--- src/rtl/mux_ctrl_pkg.sv ---
// Shared definitions for the TX symbol sequencer: mux select codes, FSM states
// and the ordered-set length.
package mux_ctrl_pkg;

    localparam logic [3:0] SelData = 4'd0;
    localparam logic [3:0] SelCom  = 4'd1;
    localparam logic [3:0] SelPad  = 4'd2;
    localparam logic [3:0] SelSkp  = 4'd3;
    localparam logic [3:0] SelStp  = 4'd4;
    localparam logic [3:0] SelSdp  = 4'd5;
    localparam logic [3:0] SelEnd  = 4'd6;
    localparam logic [3:0] SelEdb  = 4'd7;
    localparam logic [3:0] SelFts  = 4'd8;
    localparam logic [3:0] SelIdl  = 4'd9;

    localparam int unsigned OsLen = 4;

    typedef enum logic [2:0] {
        StLidle,
        StPktStart,
        StPktData,
        StPktEnd,
        StSkpOs,
        StFtsOs,
        StEios,
        StEidle
    } state_e;

endpackage

--- src/rtl/skp_timer.sv ---
// SKP interval timer: free-running wrap counter that raises a sticky pending
// flag on each wrap; both are held at zero while hold is asserted.
module skp_timer #(
    parameter int unsigned SKP_INTERVAL = 1180,
    parameter int unsigned SKP_CW       = 11
) (
    input  logic clk,
    input  logic reset_L,
    input  logic hold,
    input  logic clr_pend,
    output logic skp_pend
);

    logic [SKP_CW-1:0] cnt_q, cnt_d;
    logic              pend_q, pend_d;
    logic              wrap;

    always_comb begin
        wrap   = (cnt_q == SKP_CW'(SKP_INTERVAL - 1));
        cnt_d  = wrap ? '0 : cnt_q + SKP_CW'(1);
        // A fresh expiry wins over a clear issued in the same cycle.
        pend_d = wrap ? 1'b1 : (clr_pend ? 1'b0 : pend_q);
        if (hold) begin
            cnt_d  = '0;
            pend_d = 1'b0;
        end
    end

    always_ff @(posedge clk or negedge reset_L) begin
        if (!reset_L) begin
            cnt_q  <= '0;
            pend_q <= 1'b0;
        end else begin
            cnt_q  <= cnt_d;
            pend_q <= pend_d;
        end
    end

    assign skp_pend = pend_q;

endmodule

--- src/rtl/mux_ctrl_seq.sv ---
// TX symbol sequencer: frames packets, inserts SKP/FTS/EIOS ordered sets and
// logical idle, and drives the registered K-code mux select, enable and data.
module mux_ctrl_seq
    import mux_ctrl_pkg::*;
#(
    parameter int unsigned SKP_INTERVAL = 1180,
    parameter int unsigned SKP_CW       = 11
) (
    input  logic       clk,
    input  logic       reset_L,
    input  logic       pkt_valid,
    input  logic [7:0] pkt_data,
    input  logic       pkt_last,
    input  logic       pkt_dllp,
    input  logic       pkt_nullify,
    output logic       pkt_ready,
    output logic       pkt_abort,
    input  logic       fts_req,
    input  logic [7:0] n_fts,
    output logic       fts_done,
    input  logic       eidle_req,
    output logic [3:0] S,
    output logic       enb,
    output logic [7:0] mux_data
);

    state_e     state_q, state_d;
    logic [1:0] idx_q, idx_d;
    logic [7:0] fts_cnt_q, fts_cnt_d;
    logic       end_edb_q, end_edb_d;
    logic [3:0] s_q, s_d;
    logic       enb_q, enb_d;
    logic [7:0] data_q, data_d;
    logic       abort_q, abort_d;
    logic       done_q, done_d;

    logic       skp_pend, clr_pend;
    logic       at_bnd, os_last, fts_dec;
    logic [7:0] fts_left;

    skp_timer #(
        .SKP_INTERVAL(SKP_INTERVAL),
        .SKP_CW      (SKP_CW)
    ) u_skp_timer (
        .clk     (clk),
        .reset_L (reset_L),
        .hold    (state_q == StEidle),
        .clr_pend(clr_pend),
        .skp_pend(skp_pend)
    );

    always_comb begin
        state_d   = state_q;
        idx_d     = '0;
        end_edb_d = end_edb_q;
        s_d       = SelData;
        enb_d     = 1'b1;
        data_d    = '0;
        abort_d   = 1'b0;
        done_d    = 1'b0;
        at_bnd    = 1'b0;
        os_last   = (idx_q == 2'(OsLen - 1));
        // fts_cnt_q counts ordered sets not yet finished, including the active one.
        fts_dec   = (state_q == StFtsOs) && os_last;
        fts_left  = fts_cnt_q - 8'(fts_dec);
        fts_cnt_d = fts_left;
        if (fts_req && (n_fts != 8'd0) && (fts_cnt_q == 8'd0)) begin
            fts_cnt_d = n_fts;
        end

        unique case (state_q)
            StLidle: at_bnd = 1'b1;
            StPktStart: begin
                s_d     = pkt_dllp ? SelSdp : SelStp;
                state_d = StPktData;
            end
            StPktData: begin
                if (pkt_valid) begin
                    data_d = pkt_data;
                    if (pkt_last) begin
                        state_d   = StPktEnd;
                        end_edb_d = pkt_nullify;
                    end
                end else begin
                    s_d     = SelEdb;
                    abort_d = 1'b1;
                    at_bnd  = 1'b1;
                end
            end
            StPktEnd: begin
                s_d    = end_edb_q ? SelEdb : SelEnd;
                at_bnd = 1'b1;
            end
            StSkpOs: begin
                s_d    = (idx_q == 2'd0) ? SelCom : SelSkp;
                idx_d  = idx_q + 2'd1;
                at_bnd = os_last;
            end
            StFtsOs: begin
                s_d    = (idx_q == 2'd0) ? SelCom : SelFts;
                idx_d  = idx_q + 2'd1;
                at_bnd = os_last;
                done_d = fts_dec && (fts_left == 8'd0);
            end
            StEios: begin
                s_d   = (idx_q == 2'd0) ? SelCom : SelIdl;
                idx_d = idx_q + 2'd1;
                if (os_last) state_d = StEidle;
            end
            StEidle: begin
                enb_d = 1'b0;
                if (!eidle_req) state_d = StLidle;
            end
            default: state_d = StLidle;
        endcase

        if (at_bnd) begin
            if (skp_pend)               state_d = StSkpOs;
            else if (eidle_req)         state_d = StEios;
            else if (fts_left != 8'd0)  state_d = StFtsOs;
            else if (pkt_valid)         state_d = StPktStart;
            else                        state_d = StLidle;
        end
        clr_pend = at_bnd && skp_pend;
    end

    always_ff @(posedge clk or negedge reset_L) begin
        if (!reset_L) begin
            state_q   <= StLidle;
            idx_q     <= '0;
            fts_cnt_q <= '0;
            end_edb_q <= 1'b0;
            s_q       <= '0;
            enb_q     <= 1'b0;
            data_q    <= '0;
            abort_q   <= 1'b0;
            done_q    <= 1'b0;
        end else begin
            state_q   <= state_d;
            idx_q     <= idx_d;
            fts_cnt_q <= fts_cnt_d;
            end_edb_q <= end_edb_d;
            s_q       <= s_d;
            enb_q     <= enb_d;
            data_q    <= data_d;
            abort_q   <= abort_d;
            done_q    <= done_d;
        end
    end

    assign pkt_ready = (state_q == StPktData);
    assign pkt_abort = abort_q;
    assign fts_done  = done_q;
    assign S         = s_q;
    assign enb       = enb_q;
    assign mux_data  = data_q;

endmodule
--- config.mk ---
export PLATFORM = sky130hd
export DESIGN_NAME = mux_ctrl_seq
export DESIGN_NICKNAME = d
export VERILOG_FILES = /design/src/rtl/mux_ctrl_pkg.sv /design/src/rtl/skp_timer.sv /design/src/rtl/mux_ctrl_seq.sv
export SDC_FILE = /design/constraint.sdc
export NUM_CORES = 1
export LEC_CHECK = 0
export CAP_MARGIN = 25
export CORE_AREA = 2 2 64 72
export DETAILED_ROUTE_END_ITERATION = 8
export DIE_AREA = 0 0 66 74
export GPL_TIMING_DRIVEN = 1
export PLACE_DENSITY = 0.87
export SLEW_MARGIN = 5
export SYNTH_ARGS = -nofsm -noshare
export SYNTH_HDL_FRONTEND = slang
export SYNTH_SLANG_ARGS = --single-unit
--- constraint.sdc ---
create_clock -name clk -period 2.8 [get_ports clk]
set_input_delay 0.56 -clock clk [delete_from_list [all_inputs] [get_ports clk]]
set_output_delay 0.56 -clock clk [all_outputs]
set_load 0.01 [all_outputs]
==> flow_summary_export.csv, run 1 <==
group,metric,value,unit
status,outcome,"finished, final reports clean",
timing,finalMaxSlewViolations,0,
setup_path,cp_num_buf_inv,0,
finish,drive_gt1_share,7.787,%
route,wl,3807,um
setup_path,crit_top_cell,"ha_1",
setup_path,cpPeakStageDelay,0.55,ns
timing,period_share,89.11,%
finish,nFillCells,359,
floorplanning,start_util,47.76,%
grt,grt_pass1_vias,1411,
clocking,cts_setup_buffers,0,
synth,synth.distinct_cells,39,
setup_path,critical_path_class,"flop to flop",
synth,synth_top_family_by_area,"simple AND/OR/NAND/NOR gates",
synth,syn_area_per_cell,10.06,um2
grt,antenna_found_initial,0,
floorplanning,pin_count,40,
power_and_ir_drop,total_power,1878,uW
power_and_ir_drop,ir_worst_vdd,0.0004074,V
floorplanning,core_region_area,4192,um2
clocking,hold_buffers,0,
synth,synth_most_common_cell,"dfrtp_1",
synth,synth_edf_count,0,
power_and_ir_drop,p_leak,0.001144,uW
synth,syn-cell-area,2002,um2
synth,synth_mux_area_share,2.188,%
synth,yosys_most_used_dff,"dfrtp_1",
finish,insertedDiodeCount,0,
finish,final_cells,298,
grt,grt_max_degree,42,
placed_design,gp_congestion,0.8818,
route,drt_drc_violations_left,0,
setup_path,start_kind,"flop",
placed_design,dp_cells,290,
timing,finalSetupViolCount,0,
clocking,cts_sinks,41,
route,routedWlPerCell,12.78,um
clocking,cts-root-buf,"clkbuf_8",
synth,netlist_instances,199,
route,drt_first_pass_iters,4,
timing,max_slew.worst_pin.slew,0.8934,ns
clocking,htreeDepth,2,
synth,synth-xor-area-share,6.562,%
setup_path,critPathCaptureType,"flop",
power_and_ir_drop,p_per_area,738.4,nW/um2
timing,final.min_clock_period,2.495,ns
floorplanning,fp-row-count,25,
flow_run,drv_cap,0,
clocking,cts_made_buffers,5,
grt,grt.total_usage,17.36,%
setup_path,cp_slowest_cell,"or4_4",
hold_path,hold_path.class,"input pin to asynchronous set/reset pin",
clocking,cts_resized,0,
synth,synth_adder_area_share,3.125,%
placed_design,io_buffers,39,
synth,netlist.area_leader.share,51.25,%
synth,ys_seq_elements,41,
timing,slew_headroom,40.44,%
timing,fmax,400.8,MHz
route,ant_nets,0,
timing,hold_violations,0,
clocking,cts_max_path_buffers,2,
placed_design,dp_hpwl,2870,um
finish,fin_util,60.69,%
synth,synth_nets,228,
route,viasPerCell,5.272,
synth,synth_compound_area_share,10.31,%
grt,grt_pass1_wl,6389,um
timing,fin_worst_skew,0.004025,ns
route,vias,1571,
route,drtIter0Drc,117,
setup_path,cp.required,2.98,ns
setup_path,critPathMaxFanout,3,
setup_path,arrival,2.67,ns
timing,tns,0,ns
clocking,clk-insertion-delay-late,0.29,ns
timing,rsz0062_at_grt,"no",
setup_path,critical_path.cell_chain,"ha_1, nand2b_1, nor2_1, ha_1, ha_1, and3_1, or4_4, a2111oi_4, o21ai_2",
floorplanning,die_area,4884,um2
synth,async_reset_ff_share,100.0,%
finish,syn2layout_area_growth,27.06,%
synth,yosysWarnings,0,
finish,layout.nets,272,
synth,ys_top_cells_by_area,"dfrtp_1 51%, nor2_1 4.7%, and3_1 4.1%",
synth,ys_seq_area_share,51.25,%
floorplanning,chipWidth,66,um
clocking,path_clk_slew,0.08,ns
floorplanning,die_h,74,um
synth,synthSimpleGateAreaFrac,23.88,%
synth,synth_area_leader_cell,"dfrtp_1",
setup_path,cpLargestDelayFamily,"simple AND/OR/NAND/NOR gates",
timing,hold_slack,0.3916,ns
grt,grt_overflow,0,
clocking,cts_tree,"done",
synth,synth_commonest_cells,"41 x dfrtp_1, 25 x nor2_1, 16 x nand2_1, 13 x and3_1, 10 x a21oi_1",
[power breakdown]
part | internal (uW) | switching (uW) | total, uW | leakage, uW
Clock | 173 | 194 | 367 | 0.0000450
Combinational | 341 | 353 | 694 | 0.000583
Sequential | 723 | 94.1 | 817 | 0.000516
Total | 1240 | 641 | 1880 | 0.00114
[placed cells by master (no fill, tap or decap), drive strengths merged, types with 2 or more instances in the layout]
master and count:
xnor2 8, nor3 4, nand2 16, a21oi 10
clkbuf 6, a21o 3, nor4b 3, a21boi 3
and3 13, mux2 3, nor2 25, a31oi 2
nand3 7, dfrtp 41, ha 5, nor3b 2
clkinv 2, nand4 3, buf 5, xor2 7
nor2b 5, o22ai 2, and2 2, clkdlybuf4s50 38
nand2b 5, inv 8, nor4 3, o21ai 4
[metal layers]
metal	GRT usage (%)	share of wire, %	vias to the layer above
met4	6.576	1.5	0
met2	29.85	51	44
met1	21.09	42	740
met3	4.539	4.9	7
met5	0	0	-
li1	-	-	780
[cell type report]
cell class | count | area (um2) | share of cell area (%)
clock buffers | 6 | 72.57 | 2.853
repair buffers | 43 | 415.4 | 16.33
well taps | 54 | 67.56 | 2.656
clock inverters | 2 | 10.01 | 0.3935
inverters | 8 | 30.03 | 1.181
multi-input cells | 144 | 922.1 | 36.25
flip-flops and latches | 41 | 1026 | 40.33
[cell families (layout without fill, tap and decap cells)]
group / after synthesis / count (layout)
simple gates: 91 / 91
flops: 41 / 41
compound gates: 29 / 29
xor+xnor: 15 / 15
buf+inv: 14 / 59
fa+ha+maj: 5 / 5
mux: 4 / 4
[final timing paths]
path                                           start              endpoint  slack, ns  cells after the start
max in group asynchronous                    reset_L                  S[0]       1.86                      1
worst min register to register  u_skp_timer.cnt_q[0]  u_skp_timer.cnt_q[0]       0.49                      1
worst max register to register              idx_q[0]            state_q[2]       0.31                      9
min in group clk                u_skp_timer.cnt_q[0]  u_skp_timer.cnt_q[0]       0.49                      1
worst max-delay path                        idx_q[0]            state_q[2]       0.31                      9
worst min-delay path                         reset_L  u_skp_timer.cnt_q[5]       0.39                      1
[registers in the layout, summed over array words and instances (netlist names)]
name                  cells
u_skp_timer.cnt_q        11
fts_cnt_q                 8
mux_data                  8
S                         4
state_q                   3
idx_q                     2
enb                       1
end_edb_q                 1
fts_done                  1
pkt_abort                 1
u_skp_timer.skp_pend      1
[per-stage QoR]
stage | cell area (um2) | worst slack (ns)
2_1_floorplan | 2002 | 0.3061
5_1_grt | 2544 | 0.1071
4_1_cts | 2544 | 0.3003
6_report | 2544 | 0.3051
3_5_place_dp | 2461 | 0.3324
3_3_place_gp | 2461 | 0.4080
[worst reg2reg max path, stage by stage, from the launching register on]
cell and delay (ns):
dfrtp_1 0.39, ha_1 0.21, nand2b_1 0.10, nor2_1 0.06
ha_1 0.21, ha_1 0.23, and3_1 0.20, or4_4 0.55
a2111oi_4 0.37, o21ai_2 0.07
(Power assumes the default switching activity.)
==> inputs of run 2 (changes only) <==
--- a/config.mk
+++ b/config.mk
@@ -5,12 +5,12 @@
 export SDC_FILE = /design/constraint.sdc
 export NUM_CORES = 1
 export LEC_CHECK = 0
-export CAP_MARGIN = 25
-export CORE_AREA = 2 2 64 72
+export CAP_MARGIN = 40
+export CORE_AREA = 2 2 93 50
 export DETAILED_ROUTE_END_ITERATION = 8
-export DIE_AREA = 0 0 66 74
+export DIE_AREA = 0 0 95 52
 export GPL_TIMING_DRIVEN = 1
-export PLACE_DENSITY = 0.87
+export PLACE_DENSITY = 0.88
 export SLEW_MARGIN = 5
 export SYNTH_ARGS = -nofsm -noshare
 export SYNTH_HDL_FRONTEND = slang
==> flow_summary_export.csv, run 2 (same netlist as run 1, synthesis figures left out) <==
group,metric,value,unit
status,outcome,"finished, final reports clean",
floorplanning,chipWidth,95,um
route,vias,1599,
flow_run,drv_cap,0,
clocking,cts-root-buf,"clkbuf_8",
setup_path,cp.required,2.97,ns
timing,final.min_clock_period,2.532,ns
finish,syn2layout_area_growth,31.75,%
finish,final_cell_mix,"41 x dfrtp_1, 38 x clkdlybuf4s50_1, 25 x nor2_1",
placed_design,dpl_cell_area,2500,um2
route,viasPerCell,5.277,
clocking,cts_sinks,41,
setup_path,critical_path_class,"flop to flop",
finish,drive_gt1_share,8.943,%
setup_path,r2r_slack,0.27,ns
floorplanning,die_area,4940,um2
placed_design,dp_slack,0.3007,ns
floorplanning,fp-row-count,17,
setup_path,arrival,2.70,ns
clocking,cts_made_buffers,5,
route,drt_first_pass_iters,4,
timing,hold_slack,0.1986,ns
grt,grt_pass1_vias,1467,
setup_path,critPathMaxFanout,3,
clocking,cts_max_path_buffers,2,
finish,final_common_cell,"dfrtp_1",
route,routedWlPerCell,13.91,um
timing,finalMaxSlewViolations,0,
floorplanning,pin_count,40,
route,ant_nets,0,
setup_path,critPathCaptureType,"flop",
finish,insertedDiodeCount,0,
power_and_ir_drop,ir_worst_vdd,0.0003928,V
clocking,cts_tree,"done",
finish,largest_register_ffs,11,
timing,fmax,395.0,MHz
grt,grt.total_usage,18.76,%
clocking,cts_resized,0,
timing,finalSetupViolCount,0,
timing,fin_worst_skew,0.006365,ns
timing,tns,0,ns
setup_path,start_kind,"flop",
finish,largest_register,"u_skp_timer.cnt_q",
placed_design,dp_hpwl,3208,um
route,drt_drc_violations_left,0,
floorplanning,die_h,52,um
hold_path,hold_path.class,"input pin to asynchronous set/reset pin",
timing,max_slew.worst_pin.slew,0.4409,ns
power_and_ir_drop,p_leak,0.001185,uW
timing,fin_ws,0.2683,ns
placed_design,gp_congestion,0.8792,
grt,antenna_found_initial,0,
grt,grt_max_degree,25,
power_and_ir_drop,p_per_area,805.8,nW/um2
grt,grt_pass1_wl,6913,um
clocking,path_clk_slew,0.08,ns
timing,rsz0062_at_grt,"no",
finish,layout.nets,274,
floorplanning,start_util,47.78,%
floorplanning,core_region_area,4190,um2
grt,grt_overflow,0,
finish,fin_area,2638,um2
clocking,clk-insertion-delay-late,0.29,ns
finish,nFillCells,314,
timing,slew_headroom,70.60,%
placed_design,io_buffers,39,
timing,period_share,90.42,%
clocking,htreeDepth,2,
clocking,hold_buffers,0,
route,wl,4214,um
timing,hold_violations,0,
finish,fin_util,62.94,%
route,drtIter0Drc,81,
clocking,cts_setup_buffers,0,
==> run 2: cell types whose count changed in the layout (fill, tap and decap cells not counted) <==
cell / change
bufinv_16: +2
buf_4: +1
buf_16: +1
clkinv_2: -2
inv_6: +1
clkbuf_1: -1
==> run 2: path summary, 6_finish.rpt <==
kind | startpoint | end | depth (start not counted)
worst max register to register | idx_q[0] | state_q[2] | 9
max in group asynchronous | reset_L | S[0] | 2
worst max-delay path | idx_q[0] | state_q[2] | 9
worst min register to register | u_skp_timer.cnt_q[0] | u_skp_timer.cnt_q[0] | 1
worst min-delay path | reset_L | u_skp_timer.cnt_q[6] | 1
min in group clk | u_skp_timer.cnt_q[0] | u_skp_timer.cnt_q[0] | 1
==> run 2: layout make-up <==
type / count / area (um2) / area share, %
sequential: 41 / 1026 / 38.90
multi-input combinational: 144 / 922.1 / 34.96
clock buffer: 5 / 68.82 / 2.609
timing repair buffer: 45 / 450.4 / 17.08
inverter: 8 / 30.03 / 1.139
clock inverter: 3 / 68.82 / 2.609
tap: 57 / 71.32 / 2.704
==> run 2: metrics by stage <==
stage	instances	total power, uW
final	303	2125
after global routing	303	2262
after CTS	303	2134
after detailed placement	295	1554
after global placement	294	1525
after floorplan	199	1266
==> run 2: report_power, final <==
part	switching [uW]	internal (uW)	leakage, uW	total [uW]
Sequential	75.5	723	0.000516	799
Combinational	402	355	0.000601	756
Clock	212	359	0.0000687	570
Total	689	1440	0.00119	2130
==> run 2: layer usage <==
metal	wire length [um]	GRT usage (%)
met5	0	0
met4	13	4.589
met1	2087	27.37
met2	1729	26.48
met3	383	6.667
==> run 2: worst max-delay path: stages (launching register included) <==
cell	delay, ns
dfrtp_1	0.39
ha_1	0.21
nand2b_1	0.11
nor2_1	0.07
ha_1	0.20
ha_1	0.23
and3_1	0.19
or4_4	0.55
a2111oi_4	0.39
o21ai_2	0.07
